--- src/rtl/axi_arb_pkg.sv ---
// axi_arb_pkg: shared types, channel widths and the round-robin pick helper for axi_lite_mem_arbiter
package axi_arb_pkg;
  typedef enum logic [2:0] {IDLE, WR_ADDR, WR_RESP, RD_ADDR, RD_DATA} state_t;
  localparam int AXI_PROT_W = 3;
  localparam int AXI_DATA_W = 32;
  localparam int AXI_STRB_W = 4;
  // One-hot winner: first set bit of req at or above ptr, wrapping modulo nm.
  // Scanning downward lets the nearest requester overwrite farther ones.
  function automatic logic [7:0] rr_pick(input logic [7:0] req, input logic [2:0] ptr, input int nm = 8);
    logic [7:0] g;
    int idx;
    g = '0;
    for (int k = nm - 1; k >= 0; k--) begin
      idx = (int'(ptr) + k) % nm;
      if (req[idx]) g = 8'(1) << idx;
    end
    return g;
  endfunction
endpackage

--- src/rtl/rr_arbiter_onehot.sv ---
// rr_arbiter_onehot: combinational round-robin pick; req/ptr in, one-hot grant out
module rr_arbiter_onehot import axi_arb_pkg::*; #(
  parameter int NM = 2,
  parameter int PW = $clog2(NM)
) (
  input  logic [NM-1:0] req,
  input  logic [PW-1:0] ptr,
  output logic [NM-1:0] grant
);
  assign grant = NM'(rr_pick(8'(req), 3'(ptr), NM));
endmodule

--- src/rtl/axi_lite_mem_arbiter.sv ---
// axi_lite_mem_arbiter: round-robin share of one AXI4-lite memory slave among NM masters, one transaction in flight
// Ports: clk, resetn (sync, active-low); s_* per-master channels packed with master i in slice i;
// m_* single-master channels to the slave; grant one-hot owner (0 when idle).
// Optional macro AXI_ARB_STATS_EN adds stat_grants / stat_wait_max (NM x 16-bit saturating counters).
module axi_lite_mem_arbiter import axi_arb_pkg::*; #(
  parameter int NM = 2,
  parameter int AW = 32,
  parameter int MAX_HOLD = 15
) (
  input  logic                     clk,
  input  logic                     resetn,
  input  logic [NM-1:0]            s_awvalid,
  output logic [NM-1:0]            s_awready,
  input  logic [NM*AW-1:0]         s_awaddr,
  input  logic [NM*AXI_PROT_W-1:0] s_awprot,
  input  logic [NM-1:0]            s_wvalid,
  output logic [NM-1:0]            s_wready,
  input  logic [NM*AXI_DATA_W-1:0] s_wdata,
  input  logic [NM*AXI_STRB_W-1:0] s_wstrb,
  output logic [NM-1:0]            s_bvalid,
  input  logic [NM-1:0]            s_bready,
  input  logic [NM-1:0]            s_arvalid,
  output logic [NM-1:0]            s_arready,
  input  logic [NM*AW-1:0]         s_araddr,
  input  logic [NM*AXI_PROT_W-1:0] s_arprot,
  output logic [NM-1:0]            s_rvalid,
  input  logic [NM-1:0]            s_rready,
  output logic [AXI_DATA_W-1:0]    s_rdata,
  output logic                     m_awvalid,
  input  logic                     m_awready,
  output logic [AW-1:0]            m_awaddr,
  output logic [AXI_PROT_W-1:0]    m_awprot,
  output logic                     m_wvalid,
  input  logic                     m_wready,
  output logic [AXI_DATA_W-1:0]    m_wdata,
  output logic [AXI_STRB_W-1:0]    m_wstrb,
  input  logic                     m_bvalid,
  output logic                     m_bready,
  output logic                     m_arvalid,
  input  logic                     m_arready,
  output logic [AW-1:0]            m_araddr,
  output logic [AXI_PROT_W-1:0]    m_arprot,
  input  logic                     m_rvalid,
  output logic                     m_rready,
  input  logic [AXI_DATA_W-1:0]    m_rdata,
  output logic [NM-1:0]            grant
`ifdef AXI_ARB_STATS_EN
  ,
  output logic [NM*16-1:0]         stat_grants,
  output logic [NM*16-1:0]         stat_wait_max
`endif
);
  localparam int PW = $clog2(NM);
  localparam int HW = $clog2(MAX_HOLD + 2);
  state_t state, state_n;
  logic [NM-1:0] req, pick, grant_n;
  logic [PW-1:0] own, own_n, pick_idx, rr_ptr, rr_ptr_n;
  logic [HW-1:0] hold_cnt, hold_cnt_n;
  logic aw_done, w_done, aw_done_n, w_done_n;
  logic wa, aw_hs, w_hs, b_hs, ar_hs, r_hs, stalled, timeout;
  assign req = s_awvalid | s_arvalid;
  rr_arbiter_onehot #(.NM(NM), .PW(PW)) u_rr (.req(req), .ptr(rr_ptr), .grant(pick));
  assign wa        = state == WR_ADDR;
  assign m_awvalid = wa && !aw_done && s_awvalid[own];
  assign m_awaddr  = s_awaddr[int'(own)*AW +: AW];
  assign m_awprot  = s_awprot[int'(own)*AXI_PROT_W +: AXI_PROT_W];
  assign m_wvalid  = wa && !w_done && s_wvalid[own];
  assign m_wdata   = s_wdata[int'(own)*AXI_DATA_W +: AXI_DATA_W];
  assign m_wstrb   = s_wstrb[int'(own)*AXI_STRB_W +: AXI_STRB_W];
  assign m_bready  = state == WR_RESP && s_bready[own];
  assign m_arvalid = state == RD_ADDR && s_arvalid[own];
  assign m_araddr  = s_araddr[int'(own)*AW +: AW];
  assign m_arprot  = s_arprot[int'(own)*AXI_PROT_W +: AXI_PROT_W];
  assign m_rready  = state == RD_DATA && s_rready[own];
  // The registered one-hot grant masks every per-master handshake signal.
  assign s_awready = grant & {NM{wa && !aw_done && m_awready}};
  assign s_wready  = grant & {NM{wa && !w_done && m_wready}};
  assign s_bvalid  = grant & {NM{state == WR_RESP && m_bvalid}};
  assign s_arready = grant & {NM{state == RD_ADDR && m_arready}};
  assign s_rvalid  = grant & {NM{state == RD_DATA && m_rvalid}};
  assign s_rdata   = m_rdata;
  assign aw_hs = m_awvalid && m_awready;
  assign w_hs  = m_wvalid && m_wready;
  assign b_hs  = m_bvalid && m_bready;
  assign ar_hs = m_arvalid && m_arready;
  assign r_hs  = m_rvalid && m_rready;
  // Owner idling before any handshake of its transaction has completed.
  assign stalled = wa ? !(s_awvalid[own] || s_wvalid[own] || aw_done || w_done)
                      : state == RD_ADDR && !s_arvalid[own];
  assign timeout = MAX_HOLD > 0 && stalled && hold_cnt == HW'(MAX_HOLD - 1);
  always_comb begin
    pick_idx = '0;
    for (int k = 0; k < NM; k++)
      if (pick[k]) pick_idx = PW'(k);
  end
  always_comb begin
    state_n    = state;
    grant_n    = grant;
    own_n      = own;
    rr_ptr_n   = rr_ptr;
    aw_done_n  = aw_done || aw_hs;
    w_done_n   = w_done || w_hs;
    hold_cnt_n = stalled && MAX_HOLD > 0 ? hold_cnt + 1'b1 : hold_cnt;
    case (state)
      IDLE: if (|req) begin
        grant_n    = pick;
        own_n      = pick_idx;
        aw_done_n  = 1'b0;
        w_done_n   = 1'b0;
        hold_cnt_n = '0;
        state_n    = s_awvalid[pick_idx] ? WR_ADDR : RD_ADDR;
      end
      WR_ADDR: state_n = aw_done_n && w_done_n ? WR_RESP : WR_ADDR;
      RD_ADDR: state_n = ar_hs ? RD_DATA : RD_ADDR;
      default: ;
    endcase
    if (b_hs || r_hs || timeout) begin
      state_n  = IDLE;
      grant_n  = '0;
      rr_ptr_n = own == PW'(NM - 1) ? '0 : own + 1'b1;
    end
  end
  always_ff @(posedge clk)
    if (!resetn) begin
      state    <= IDLE;
      grant    <= '0;
      own      <= '0;
      rr_ptr   <= '0;
      aw_done  <= 1'b0;
      w_done   <= 1'b0;
      hold_cnt <= '0;
    end else begin
      state    <= state_n;
      grant    <= grant_n;
      own      <= own_n;
      rr_ptr   <= rr_ptr_n;
      aw_done  <= aw_done_n;
      w_done   <= w_done_n;
      hold_cnt <= hold_cnt_n;
    end
`ifdef AXI_ARB_STATS_EN
  logic [NM-1:0][15:0] grants_q, wmax_q, wait_cnt;
  assign stat_grants   = grants_q;
  assign stat_wait_max = wmax_q;
  // wait_cnt counts cycles a master requests while someone else (or nobody yet) holds the grant.
  always_ff @(posedge clk)
    if (!resetn) begin
      grants_q <= '0;
      wmax_q   <= '0;
      wait_cnt <= '0;
    end else
      for (int k = 0; k < NM; k++) begin
        if ((b_hs || r_hs) && own == PW'(k) && grants_q[k] != 16'hFFFF) grants_q[k] <= grants_q[k] + 16'd1;
        if (state == IDLE && |req && pick[k]) begin
          if (wait_cnt[k] > wmax_q[k]) wmax_q[k] <= wait_cnt[k];
          wait_cnt[k] <= '0;
        end else
          wait_cnt[k] <= req[k] && !grant[k] ? wait_cnt[k] + 16'(wait_cnt[k] != 16'hFFFF) : '0;
      end
`endif
endmodule

--- config.mk ---
export PLATFORM = sky130hd
export DESIGN_NAME = axi_lite_mem_arbiter
export DESIGN_NICKNAME = d
export VERILOG_FILES = /design/src/rtl/axi_arb_pkg.sv /design/src/rtl/rr_arbiter_onehot.sv /design/src/rtl/axi_lite_mem_arbiter.sv
export SDC_FILE = /design/constraint.sdc
export NUM_CORES = 1
export LEC_CHECK = 0
export ABC_AREA = 0
export CORE_AREA = 2 2 163 165
export DETAILED_ROUTE_END_ITERATION = 8
export DIE_AREA = 0 0 165 167
export GPL_ROUTABILITY_DRIVEN = 0
export PLACE_DENSITY = 0.54
export SYNTH_ARGS = -nofsm -noshare
export SYNTH_HDL_FRONTEND = slang
export SYNTH_SLANG_ARGS = --single-unit
--- constraint.sdc ---
create_clock -name clk -period 4.8 [get_ports clk]
set_clock_uncertainty 0.2 [all_clocks]
set_input_delay 1.2 -clock clk [delete_from_list [all_inputs] [get_ports clk]]
set_output_delay 1.2 -clock clk [all_outputs]
set_load 0.03 [all_outputs]
# Word-level counts from Yosys, hierarchy flattened
# Cells that the tools add are included.
[totals] ramBits=0 mem_count=0 input_bits=261 register_bits=14 latchBits=0 elab_cells=108 out_inout_bits=155 mem_bits_ro=0
[classes] bitwise=8 n_mul=1 eq_ne=6 shift=8 div_mod_pow=0 n_reduce_logical=37 addsub=3 magnitude_cmp=4 mux=34
[op_table] op="$shiftx 64x7->32" n=3
[op_table] op="$shiftx 6x32->3" n=1
[op_table] op="$shl 1x32->2 const A" n=1
[op_table] op="$mux 1" n=23
[op_table] op="$logic_and 1x1->1" n=20
[op_table] op="$mux 5" n=3
[op_table] op="$and 2x2->2" n=5
[op_table] op="$pmux 3 s3" n=1
[op_table] op="$mux 2" n=4
[op_table] op="$shiftx 8x4->4" n=1
[op_table] op="$logic_or 1x1->1" n=7
[op_table] op="$eq 3x2->1 const B" n=2
[op_table] op="$mux 3" n=2
[op_table] op="$shiftx 6x4->3" n=1
[op_table] op="$add 5x1->5 const B" n=1
[op_table] op="$eq 5x4->1 const B" n=1
[op_table] op="$lt 2x5->1 const B" n=1
[op_table] op="$logic_not 1->1" n=4
[op_table] op="$lt 1x2->1 const B" n=2
[op_table] op="$lt 1x4->1 const B" n=1
[op_table] op="$reduce_and 2->1" n=2
[op_table] op="$reduce_or 2->1" n=2
[op_table] op="$eq 3x1->1 const B" n=1
[op_table] op="$eq 3x3->1 const B" n=1
[op_table] op="10 further kinds" n=11

# Logic depth before layout (Yosys ltp)
[logic_depth] depth_word=13 mapped_depth=6 mapped_depth_nobuf=6

# Hierarchy
# A second synthesis with hierarchy kept.
[hier_totals] cells_unflattened=272 area_unflattened_um2=2652.5
[by_module_without_submodules] module="axi_lite_mem_arbiter" cells_each=269 n_inst=1 area_each_um2=2633.8 seq_area_each_um2=280.3
[by_module_without_submodules] module="rr_arbiter_onehot" cells_each=3 n_inst=1 area_each_um2=18.8 seq_area_each_um2=0.0

# Worst setup path after synthesis
# OpenSTA, ideal clock, no wires.
[synth_timing] path_kind="input-to-output" startpoint="input s_rready[1]" endpoint="output m_rready" n_path_buf=0 path_stages=2 slack_ps=1228 arrival_time_ps=2172 required_time_ps=3400 cell_sequence="mux2i_1 -> nor4_1"
[synth_via] elab_chain_cells=3
[synth_lines] item="start: declaration" line="axi_lite_mem_arbiter.sv:27" rtl="input logic [NM-1:0] s_rready,"
[synth_lines] item="$mux 1 (implied by the code) (2 in series)" line="axi_lite_mem_arbiter.sv:74" rtl="assign m_rready = state == RD_DATA && s_rready[own];"
[synth_lines] item="$logic_and 1x1->1" line="axi_lite_mem_arbiter.sv:74"
[synth_lines] item="end: declaration" line="axi_lite_mem_arbiter.sv:44" rtl="output logic m_rready,"
# Every way passes these cells. The select of a mux whose other input is x is not followed.

# Worst setup path after layout
[layout_timing] startpoint="input s_rready[0]" endpoint="output m_rready"
# Same word-level chain as after synthesis.

==> impl_metrics.toml <==
[run_status]
status = "finished clean"

[worst_setup_path]
reg2reg_slack_ps = 2460
worst_setup_path_end_kind = "output port"
cp.arrival_ps = 2800
cp_data_required_time_ps = 3400
r2r-end = "state[0]"
path_max_fanout = 2
reg2reg_depth = 4
r2r-start = "own"
critPathKind = "in -> out"
cp-start-kind = "input port"

[synth]
syn_area_um2 = 2510
synthCells = 274
synth_seq_cells = 14
yosysWarnings = 0
synth_top_area_cell = "mux2_2"
synth_ff_type = "dfxtp_1"
synth_edf_count = 0
syn_area_per_cell_um2 = 9.17
syn-num-nets = 537
yosysUniqueCellTypes = 44
synth_most_common_cell = "mux2_2"
synth_area_leaders = "mux2_2, dfxtp_1, buf_4, mux2i_1, mux2_1"
yosys-top-cells-count = "mux2_2, buf_4, dfxtp_1"
yosysSeqAreaShare_pct = 11.2
synth-async-reset-ratio_pct = 0
yosys.area.top_type_share_pct = 46.2

[timing]
finalMaxSlewViolations = 0
tightest_slew_ps = 618
fin_setup_tns_ps = 0
relSlewSlack_pct = 58.8
max_freq_ghz = 0.238
rsz0062_at_grt = "no"
finalCritPeriodShare_pct = 87.4
finalSetupViolations = 0
layout_min_cycle_time_ps = 4200
hold_violations = 0
whs_ps = 270

[clock_network]
cts_tree = "built"
clock_path_buffers = 2
cts-root-buf = "clkbuf_16"
cts_inserted_buffers = 3
post_cts_buffers = 0
cts.sinks = 14
clk_latency_ps = 240
cts_max_level = 1
hold_buffers = 0
cts_resized = 0
clkTransAtPathRegs_ps = 50

[finish]
fill_cells = 2789
area_growth_pct = 149
fin_nets = 847
antenna_cells = 0
fin_util_pct = 24.2
drive_gt1_share_pct = 20.1

[pwr]
p_per_area_nw_per_um2 = 206
ir_worst_vdd_uv = 107
p_total_uw = 1290
leakage_uw = 0.00218

[floorplan]
die_h_um = 167
pin_count = 416
rows = 59
core_area_um2 = 25800
dieWidth_um = 165
die_area_um2 = 27600
initial_core_util_pct = 9.75

[placement]
dpl.hpwl_mm = 12.5
port_buffers = 351

[grt]
grt.overflow.total = 0
grt_pass1_wl_mm = 20.1
grt_max_degree = 43
antenna_found_initial = 1
grt_usage_pct = 9.54
grt_pass1_vias = 3449

[worst_hold_path]
hold_end = "hold_cnt[4]"
whs_path_depth = 2
hold_class = "reg -> reg"
hold_start = "hold_cnt[4]"

[route]
viasPerCell = 3.59
routed-via-count = 3299
antenna_left = 0
drc_errors = 0
drt-pass1-iter-count = 4
drt_iter0_markers = 104
wl_per_cell_um = 15.6
totalWireLength_mm = 14.3

[flow_run]
maxCapViolations = 0
[sequential cells by signal (all words and copies together), names as in the netlist]
signal	flops
grant	2
hold_cnt	5
rr_ptr	1
aw_done	1
own	1
state	3
w_done	1
[final cells by class]
class | count | area (um^2) | area share, %
flip-flops and latches | 14 | 284 | 4.55
repair buffers | 354 | 3550 | 56.8
well taps | 335 | 419 | 6.71
multi-input cells | 207 | 1890 | 30.3
clock buffers | 4 | 88.8 | 1.42
inverters | 4 | 15.0 | 0.240
[critical path, stage by stage]
cell	delay, ps
clkdlybuf4s50_1	450
mux2i_1	140
nor4_1	260
clkdlybuf4s50_1	740
[power by group]
| part | total [uW] | internal, uW | leakage (uW) | switching (uW) |
|---|---|---|---|---|
| Sequential | 162 | 126 | 0.000115 | 36.0 |
| Combinational | 950 | 508 | 0.00202 | 442 |
| Clock | 174 | 126 | 0.0000442 | 47.8 |
[routing by layer]
layer | part of all wire (%) | routed length (um) | track usage [%]
met1 | 40 | 5750 | 11.5
met2 | 49 | 7080 | 17.1
met4 | 0.77 | 110 | 1.36
met3 | 9.6 | 1380 | 2.62
met5 | 0.063 | 9 | 0
[stage by stage]
stage / cell area, um^2 / instances / setup slack, ps
6_report: 6250 / 918 / 604
5_1_grt: 6250 / 918 / 468
4_1_cts: 6250 / 918 / 563
3_5_place_dp: 6160 / 914 / 572
3_3_place_gp: 6160 / 914 / 612
2_1_floorplan: 2510 / 274 / 1230
[layout by cell type, fill, tap and decap left out, types with 7 or more instances in the layout]
cell type	instances
mux2_2	103
nand2_1	7
dfxtp_1	13
mux2i_1	7
nand2b_1	8
clkdlybuf4s50_1	351
nor2_1	9
a21oi_1	7
o21ai_0	8
[worst max-delay path by stage]
stage | from | endpoint | cells after the start
floorplan | s_rready[1] | m_rready | 2
global placement | s_awvalid[0] | m_awvalid | 4
detailed placement | s_rready[1] | m_rready | 4
CTS | s_rready[0] | m_rready | 4
global route | s_rready[0] | m_rready | 4
finish | s_rready[0] | m_rready | 4
[logic make-up after synthesis]
family	count (synthesis)	synth area share (%)
buf+inv	53	13.5
simple gates	59	13.8
fa+ha+maj	2	0.996
compound gates	30	8.86
flops	14	11.2
mux	116	51.6
(Power assumes the default switching activity.)
